### config.mk
export PLATFORM = sky130hd
export DESIGN_NAME = trap_ctrl
export DESIGN_NICKNAME = d
export VERILOG_FILES = /design/src/rtl/trap_ctrl.sv
export SDC_FILE = /design/constraint.sdc
export NUM_CORES = 1
export LEC_CHECK = 0
export CORE_ASPECT_RATIO = 0.7
export CORE_MARGIN = 1.5
export CORE_UTILIZATION = 40
export DETAILED_ROUTE_END_ITERATION = 16
export GPL_TIMING_DRIVEN = 0
export PLACE_DENSITY_LB_ADDON = 0.15
export SLEW_MARGIN = 20
export SYNTH_ARGS = -nofsm -noshare
export SYNTH_HDL_FRONTEND = slang
export SYNTH_SLANG_ARGS = --single-unit
### constraint.sdc
create_clock -name clk -period 2.2 [get_ports clk]
set_clock_uncertainty 0.1 [all_clocks]
set_input_delay 0.44 -clock clk [delete_from_list [all_inputs] [get_ports clk]]
set_output_delay 0.44 -clock clk [all_outputs]
set_load 0.01 [all_outputs]
### src/rtl/trap_ctrl.sv
// trap_ctrl: sequencer between decode/execute and the machine CSR file.
// Takes one system op at a time (ecall, mret, csrrw, csrrs), drives the CSR file's
// single write port and read address over several cycles, and returns rd write-back
// data and a fetch redirect.
// Optional build macro: MSTATUS_UPDATE_EN -- when defined, ecall and mret also
// read-modify-write mstatus (MIE/MPIE/MPP stacking); otherwise mstatus is untouched.
module trap_ctrl #(
  parameter int          CSR_AW      = 12,
  parameter logic [31:0] ECALL_CAUSE = 32'd11
) (
  input  logic              clk,
  input  logic              rst,
  input  logic              in_valid,
  output logic              in_ready,
  input  logic              op_ecall,
  input  logic              op_mret,
  input  logic              op_csrrw,
  input  logic              op_csrrs,
  input  logic [31:0]       in_pc,
  input  logic [31:0]       in_rs1,
  input  logic              in_rs1_zero,
  input  logic [CSR_AW-1:0] in_csr_addr,
  output logic [CSR_AW-1:0] csr_read_addr,
  input  logic [31:0]       csr_rdata,
  output logic              csr_write,
  output logic [CSR_AW-1:0] csr_write_addr,
  output logic [31:0]       csr_wdata,
  output logic              done,
  output logic              rd_we,
  output logic [31:0]       rd_data,
  output logic              redirect_valid,
  output logic [31:0]       redirect_pc
);

  localparam logic [CSR_AW-1:0] CSR_MSTATUS = CSR_AW'(12'h300);
  localparam logic [CSR_AW-1:0] CSR_MTVEC   = CSR_AW'(12'h305);
  localparam logic [CSR_AW-1:0] CSR_MEPC    = CSR_AW'(12'h341);
  localparam logic [CSR_AW-1:0] CSR_MCAUSE  = CSR_AW'(12'h342);

  typedef enum logic [3:0] {
    IDLE, CSR_OP, T_EPC, T_CAUSE, T_STAT, T_JUMP, R_STAT, R_JUMP, NOP_DONE
  } state_t;

  state_t              state_q, state_d;
  logic [31:0]         pc_q, rs1_q;
  logic                rs1_zero_q, is_rs_q;
  logic [CSR_AW-1:0]   addr_q;
  logic                accept;

`ifdef MSTATUS_UPDATE_EN
  // Trap entry: MPIE <= MIE, MIE <= 0, MPP <= M-mode.
  function automatic logic [31:0] mstatus_trap(input logic [31:0] s);
    logic [31:0] r;
    r        = s;
    r[7]     = s[3];
    r[3]     = 1'b0;
    r[12:11] = 2'b11;
    return r;
  endfunction

  // Trap return: MIE <= MPIE, MPIE <= 1, MPP stays M-mode (only mode implemented).
  function automatic logic [31:0] mstatus_ret(input logic [31:0] s);
    logic [31:0] r;
    r        = s;
    r[3]     = s[7];
    r[7]     = 1'b1;
    r[12:11] = 2'b11;
    return r;
  endfunction
`endif

  assign accept = in_valid & in_ready;

  // Operand capture on accept; later input changes are ignored until the next accept.
  always_ff @(posedge clk) begin
    if (rst) begin
      pc_q       <= '0;
      rs1_q      <= '0;
      rs1_zero_q <= 1'b0;
      is_rs_q    <= 1'b0;
      addr_q     <= '0;
    end else if (accept) begin
      pc_q       <= in_pc & 32'hFFFF_FFFC;
      rs1_q      <= in_rs1;
      rs1_zero_q <= in_rs1_zero;
      is_rs_q    <= op_csrrs & ~op_csrrw;
      addr_q     <= in_csr_addr;
    end
  end

  // State register.
  always_ff @(posedge clk) begin
    if (rst) state_q <= IDLE;
    else     state_q <= state_d;
  end

  // Next-state and all outputs; everything is forced quiet while rst is high so a
  // reset mid-op issues no further write and no done.
  always_comb begin
    state_d        = state_q;
    in_ready       = 1'b0;
    csr_read_addr  = '0;
    csr_write      = 1'b0;
    csr_write_addr = '0;
    csr_wdata      = '0;
    done           = 1'b0;
    rd_we          = 1'b0;
    rd_data        = '0;
    redirect_valid = 1'b0;
    redirect_pc    = '0;
    if (!rst) begin
      case (state_q)
        IDLE: begin
          in_ready = 1'b1;
          if (in_valid) begin
            if (op_ecall) begin
              state_d = T_EPC;
            end else if (op_mret) begin
`ifdef MSTATUS_UPDATE_EN
              state_d = R_STAT;
`else
              state_d = R_JUMP;
`endif
            end else if (op_csrrw || op_csrrs) begin
              state_d = CSR_OP;
            end else begin
              state_d = NOP_DONE;
            end
          end
        end
        CSR_OP: begin
          csr_read_addr = addr_q;
          rd_data       = csr_rdata;
          rd_we         = 1'b1;
          done          = 1'b1;
          if (!is_rs_q) begin
            csr_write      = 1'b1;
            csr_write_addr = addr_q;
            csr_wdata      = rs1_q;
          end else if (!rs1_zero_q) begin
            csr_write      = 1'b1;
            csr_write_addr = addr_q;
            csr_wdata      = csr_rdata | rs1_q;
          end
          state_d = IDLE;
        end
        T_EPC: begin
          csr_write      = 1'b1;
          csr_write_addr = CSR_MEPC;
          csr_wdata      = pc_q;
          state_d        = T_CAUSE;
        end
        T_CAUSE: begin
          csr_write      = 1'b1;
          csr_write_addr = CSR_MCAUSE;
          csr_wdata      = ECALL_CAUSE;
`ifdef MSTATUS_UPDATE_EN
          state_d        = T_STAT;
`else
          state_d        = T_JUMP;
`endif
        end
`ifdef MSTATUS_UPDATE_EN
        T_STAT: begin
          csr_read_addr  = CSR_MSTATUS;
          csr_write      = 1'b1;
          csr_write_addr = CSR_MSTATUS;
          csr_wdata      = mstatus_trap(csr_rdata);
          state_d        = T_JUMP;
        end
        R_STAT: begin
          csr_read_addr  = CSR_MSTATUS;
          csr_write      = 1'b1;
          csr_write_addr = CSR_MSTATUS;
          csr_wdata      = mstatus_ret(csr_rdata);
          state_d        = R_JUMP;
        end
`endif
        T_JUMP: begin
          csr_read_addr  = CSR_MTVEC;
          redirect_pc    = {csr_rdata[31:2], 2'b00};
          redirect_valid = 1'b1;
          done           = 1'b1;
          state_d        = IDLE;
        end
        R_JUMP: begin
          csr_read_addr  = CSR_MEPC;
          redirect_pc    = csr_rdata;
          redirect_valid = 1'b1;
          done           = 1'b1;
          state_d        = IDLE;
        end
        NOP_DONE: begin
          done    = 1'b1;
          state_d = IDLE;
        end
        default: state_d = IDLE;
      endcase
    end
  end

endmodule

# After elaboration in Yosys (flattened, before gate mapping)
# Cells that the tools add are included.
dict set report totals {
  reg_bits 80
  latchBits 0
  ram_bits 0
  mem_bits_ro 0
  inputBits 116
  out_inout_bits 125
  elab_cells 53
  memories 0
}
dict set report classes {
  addsub 0
  multipliers 0
  n_div 0
  order_cmp 0
  eq_ne 7
  shifts 0
  n_mux 31
  bitwise 4
  reduce_logical 5
}
# operator count
set op_table {}
lappend op_table {{32-bit two-way mux} 6}
lappend op_table {{32-bit case mux with 3 select lines} 1}
lappend op_table {{12-bit case mux with 3 select lines} 2}
lappend op_table {{32-bit case mux with 2 select lines} 1}
lappend op_table {{12-bit two-way mux} 4}
lappend op_table {{32-bit OR} 1}
lappend op_table {{4-bit two-way mux} 4}
lappend op_table {{4-bit case mux with 3 select lines} 1}
lappend op_table {{1-bit two-way mux} 11}
lappend op_table {{4-bit by 2-bit equality test with 1-bit output, second input constant} 2}
lappend op_table {{4-bit by 3-bit equality test with 1-bit output, second input constant} 2}
lappend op_table {{4-bit by 1-bit equality test with 1-bit output, second input constant} 1}
lappend op_table {{4-bit equality test, second input constant} 1}
lappend op_table {{4-bit zero test} 1}
lappend op_table {{2-bit OR reduction} 2}
lappend op_table {{4-bit OR reduction} 1}
lappend op_table {{1-bit AND} 2}
lappend op_table {{2-bit inequality test, second input constant} 1}
lappend op_table {{1-bit case mux with 2 select lines} 1}
lappend op_table {{1-bit logical OR} 1}
lappend op_table {{1-bit inverter} 1}

# Depth between registers and ports, before layout
dict set report depth {
  ltp_word 6
  mapped_depth 6
  depth_no_buf 4
}

# Worst setup path after synthesis
# No wires, ideal clock.
dict set report synth_timing {
  kind {register -> output}
  from {reg state_q[0]}
  to {out csr_wdata[3]}
  arrival_time_ns 1.605
  required_time_ns 1.660
  slack_ns 0.055
  path_stages_with_launch 6
  path_cell_list {dfxtp_1 > clkbuf_1 > nor4b_1 > clkbuf_1 > nand3_1 > a21oi_1}
}
dict set report synth_via {
  elab_chain_cells 3
}
# element line
set synth_lines {}
lappend synth_lines {{from (decl)} 44} ;# state_t state_q, state_d;
lappend synth_lines {{from (signal assigned)} 94} ;# else state_q <= state_d;
lappend synth_lines {{4-bit by 2-bit equality test with 1-bit output / 4-bit by 1-bit equality test with 1-bit output (equally long branches)} 112} ;# case (state_q)
lappend synth_lines {{32-bit case mux with 3 select lines *} 112}
lappend synth_lines {{32-bit two-way mux *} 111} ;# if (!rst) begin
lappend synth_lines {{to (decl)} 27} ;# output logic [31:0] csr_wdata,
# Every way passes the cells marked *; elsewhere a longest branch is shown, timed or not.

# Worst setup path in the final report
dict set report layout_timing {
  from {in rst}
  to {out redirect_pc[28]}
}
dict set report layout_via {
  elab_chain_cells 1
}
# element line
set layout_lines {}
lappend layout_lines {{from (decl)} 12} ;# input logic rst,
lappend layout_lines {{32-bit two-way mux} 111}
lappend layout_lines {{to (decl)} 32} ;# output logic [31:0] redirect_pc
# No other way between the ends.

==> results.cfg <==
[yosys]
netlist_instances = 602
synth_cell_type_count = 37
synth.ff_latch_count = 80
synth_area_leaders = dfxtp_1 (35%), o211ai_1 (11%), inv_1 (6.1%), a21o_1 (5.8%), o21ai_0 (5.6%)
synth.avg_cell_area_um2 = 7.58
synth_top_area_share_pct = 35.1
synth_edf_count = 0
yosys-top-cells-count = dfxtp_1 (80), inv_1 (74), o211ai_1 (69)
yosysMostFrequentCell = dfxtp_1
synthArstFlopShare_pct = 0
ys.flop_type = dfxtp_1
syn_nets = 718
syn_area_um2 = 4560
yosys_warnings = 0
yosysTopAreaCell = dfxtp_1
ys_seq_area_share_pct = 35.1

[sta]
maxSlewHeadroom_pct = 60.4
drv_slew = 0
finalHoldViolCount = 0
fmaxAchievable_ghz = 0.406
fin_ws_ns = -0.261
tightestPinTransition_ns = 0.595
period_minus_slack_ns = 2.46
setup_viol = 99
rsz0062_at_grt = yes
timing.final.crit_share_pct = 112
holdWs_ns = 0.393

[die]
num_rows = 32
start_util_pct = 41.3
num_io_pins = 241
dieWidth_um = 131
dieArea_um2 = 12100
core_area_um2 = 11100
die_h_um = 92.4

[critical_path]
arrival_ns = 1.92
critical_path_class = input port to output port
r2r_slack_ns = 0.14
path_cells = clkdlybuf4s15_2 > clkbuf_8 > nor2_1 > nand3_2 > clkinv_4 > clkbuf_16 > and2_1 > dlygate4sd2_1
setup.worst_path.start_class = input port
rr_worst_depth = 7
critPathCapture = redirect_pc[28]
slowest_delay_ns = 0.27
end_kind = output port
critPathMaxFanout = 10
reg2reg_from = state_q[3]
timing.rr.end = state_q[2]
required_ns = 1.66
slowest_stage = dlygate4sd2_1
cp-startpoint = rst

[power]
p_switching_mw = 1.55
p_per_area_nw_per_um2 = 593
leakagePower_nw = 3.96
vdd_drop_max_mv = 0.441
clockPowerShare_pct = 28.6
p_seq_share_pct = 35.9
power_frac_comb_pct = 35.5
swShare_pct = 32.4
internal-power_mw = 3.24

[clock_tree]
worstSkewPairLatency_ns = 0.34
cts_root_buf = clkbuf_16
cts_tree = done
htreeDepth = 3
numCtsBuffers = 9
clockBufferDepth = 2
cts_sinks = 80
ctsHoldBuffers = 0
clkTransAtPathRegs_ns = 0.06

[layout]
final_nets = 1001
n_antenna_cell = 0
utilization_pct = 73.2
drive_gt1_share_pct = 27.4
areaGrowthSynthToFinish_pct = 77.4
nFillCells = 851

[route]
wl_mm = 20.5
num_vias = 5919
routedWlPerCell_um = 19.6
drt-initial-drc-count = 423
dr.pass1.iters = 5
ant_nets = 0
drc = 0
viasPerCell = 5.67

[placement]
io_buffer_count = 238
gp_congestion = 0.852
place_hpwl_mm = 13.5
pre_cts_slack_ns = -1.31

[global_routing]
antenna_found_initial = 0
overflow = 0
grt_pass1_vias = 5557
grt_max_degree = 13
grt_pass1_wl_mm = 29.4
grt_usage_pct = 31.9

[hold_path]
hp-class = input port to register

[job]
drv_cap = 0

[outcome]
violations = setup timing
status = finished with violations
==> worst min-delay path by stage <==
| stage | from | endpoint | cells after the start |
|---|---|---|---|
| detailed placement | addr_q[7] | addr_q[7] | 2 |
| floorplan | pc_q[3] | pc_q[3] | 2 |
| global placement | rs1_q[1] | rs1_q[1] | 2 |
| global route | in_valid | state_q[3] | 2 |
| finish | in_valid | state_q[3] | 2 |
| CTS | addr_q[7] | addr_q[7] | 2 |
==> power groups by stage <==
stage | Combinational, mW | Clock [mW] | Sequential (mW)
finish | 1.70 | 1.37 | 1.72
global route | 1.80 | 1.44 | 1.74
CTS | 1.52 | 1.38 | 1.71
detailed placement | 1.25 | 0 | 1.73
global placement | 1.21 | 0 | 1.72
floorplan | 0.666 | 0 | 1.70
==> cell families after synthesis <==
kind of cell	count (synthesis)	share of synthesized area, %
AOI/OAI and AO/OA	219	32.8
and+or+nand+nor	153	18.0
buffers and inverters	143	12.5
DFF	80	35.1
muxes	7	1.56
==> registers in the layout (all words and copies together), names as in the netlist <==
name        cells
rs1_q          32
pc_q           30
addr_q         12
state_q         4
is_rs_q         1
rs1_zero_q      1
==> critical path: cells and delay by family <==
kind | cells | cell delay, ns
buffers and inverters | 5 | 1.01
AND/OR/NAND/NOR | 3 | 0.47
==> through the flow <==
stage,setup TNS [ns],std cells,cell area [um^2],power (mW)
3_3_place_gp,-173.98,993,7140,2.93
4_1_cts,-9.79,1034,7780,4.61
6_report,-15.40,1043,8090,4.80
3_5_place_dp,-178.19,993,7140,2.98
2_1_floorplan,0,602,4560,2.37
5_1_grt,-20.84,1043,8090,4.97
==> layout by cell type (no fill, tap or decap), types with 3 or more instances in the layout <==
cell type / Yosys / layout
buf_1: 3 / 3
clkdlybuf4s50_1: 0 / 111
buf_8: 0 / 8
nand2_1: 8 / 7
o221a_2: 3 / 3
clkbuf_2: 0 / 13
clkdlybuf4s15_1: 0 / 5
buf_4: 0 / 22
inv_1: 74 / 74
o211ai_1: 69 / 69
buf_2: 3 / 66
clkbuf_4: 0 / 3
and3_4: 0 / 19
buf_6: 4 / 37
nor2_1: 53 / 50
clkinv_2: 0 / 4
mux2i_1: 6 / 6
a32oi_1: 29 / 28
nor2_2: 0 / 3
dfxtp_1: 80 / 76
dlygate4sd2_1: 0 / 24
a21o_1: 35 / 35
clkbuf_8: 0 / 9
a31oi_1: 7 / 7
o21ai_1: 21 / 21
and2_1: 30 / 30
clkbuf_1: 57 / 19
clkdlybuf4s15_2: 0 / 10
and3_1: 37 / 18
clkbuf_16: 0 / 19
o21ai_0: 51 / 50
==> metal layers <==
metal  up-vias  wire length (um)  track usage [%]
li1       2689                 -                -
met1      2811              8590             41.9
met2       375              9580             52.0
met3        44              1820             6.47
met4         0               503             10.9
met5         -                 0                0
==> final cells by class <==
type / instances / area [um^2] / share of cell area, %
Multi-Input combinational cell: 379 / 2660 / 32.8
Timing Repair Buffer: 279 / 2450 / 30.3
Sequential cell: 80 / 1610 / 19.9
Buffer: 60 / 618 / 7.64
Inverter: 76 / 293 / 3.62
Clock buffer: 12 / 246 / 3.05
Tap cell: 153 / 191 / 2.37
Clock inverter: 4 / 20.0 / 0.247
==> what timing repair did <==
action / CTS / global route
pin swaps: 26 / 42
resized for setup: 542 / 79
setup buffers: 24 / 10
endpoints found under the setup margin: 172 / 174
cloned: 4 / 5
Note: power is estimated with default switching activity, not from simulation.
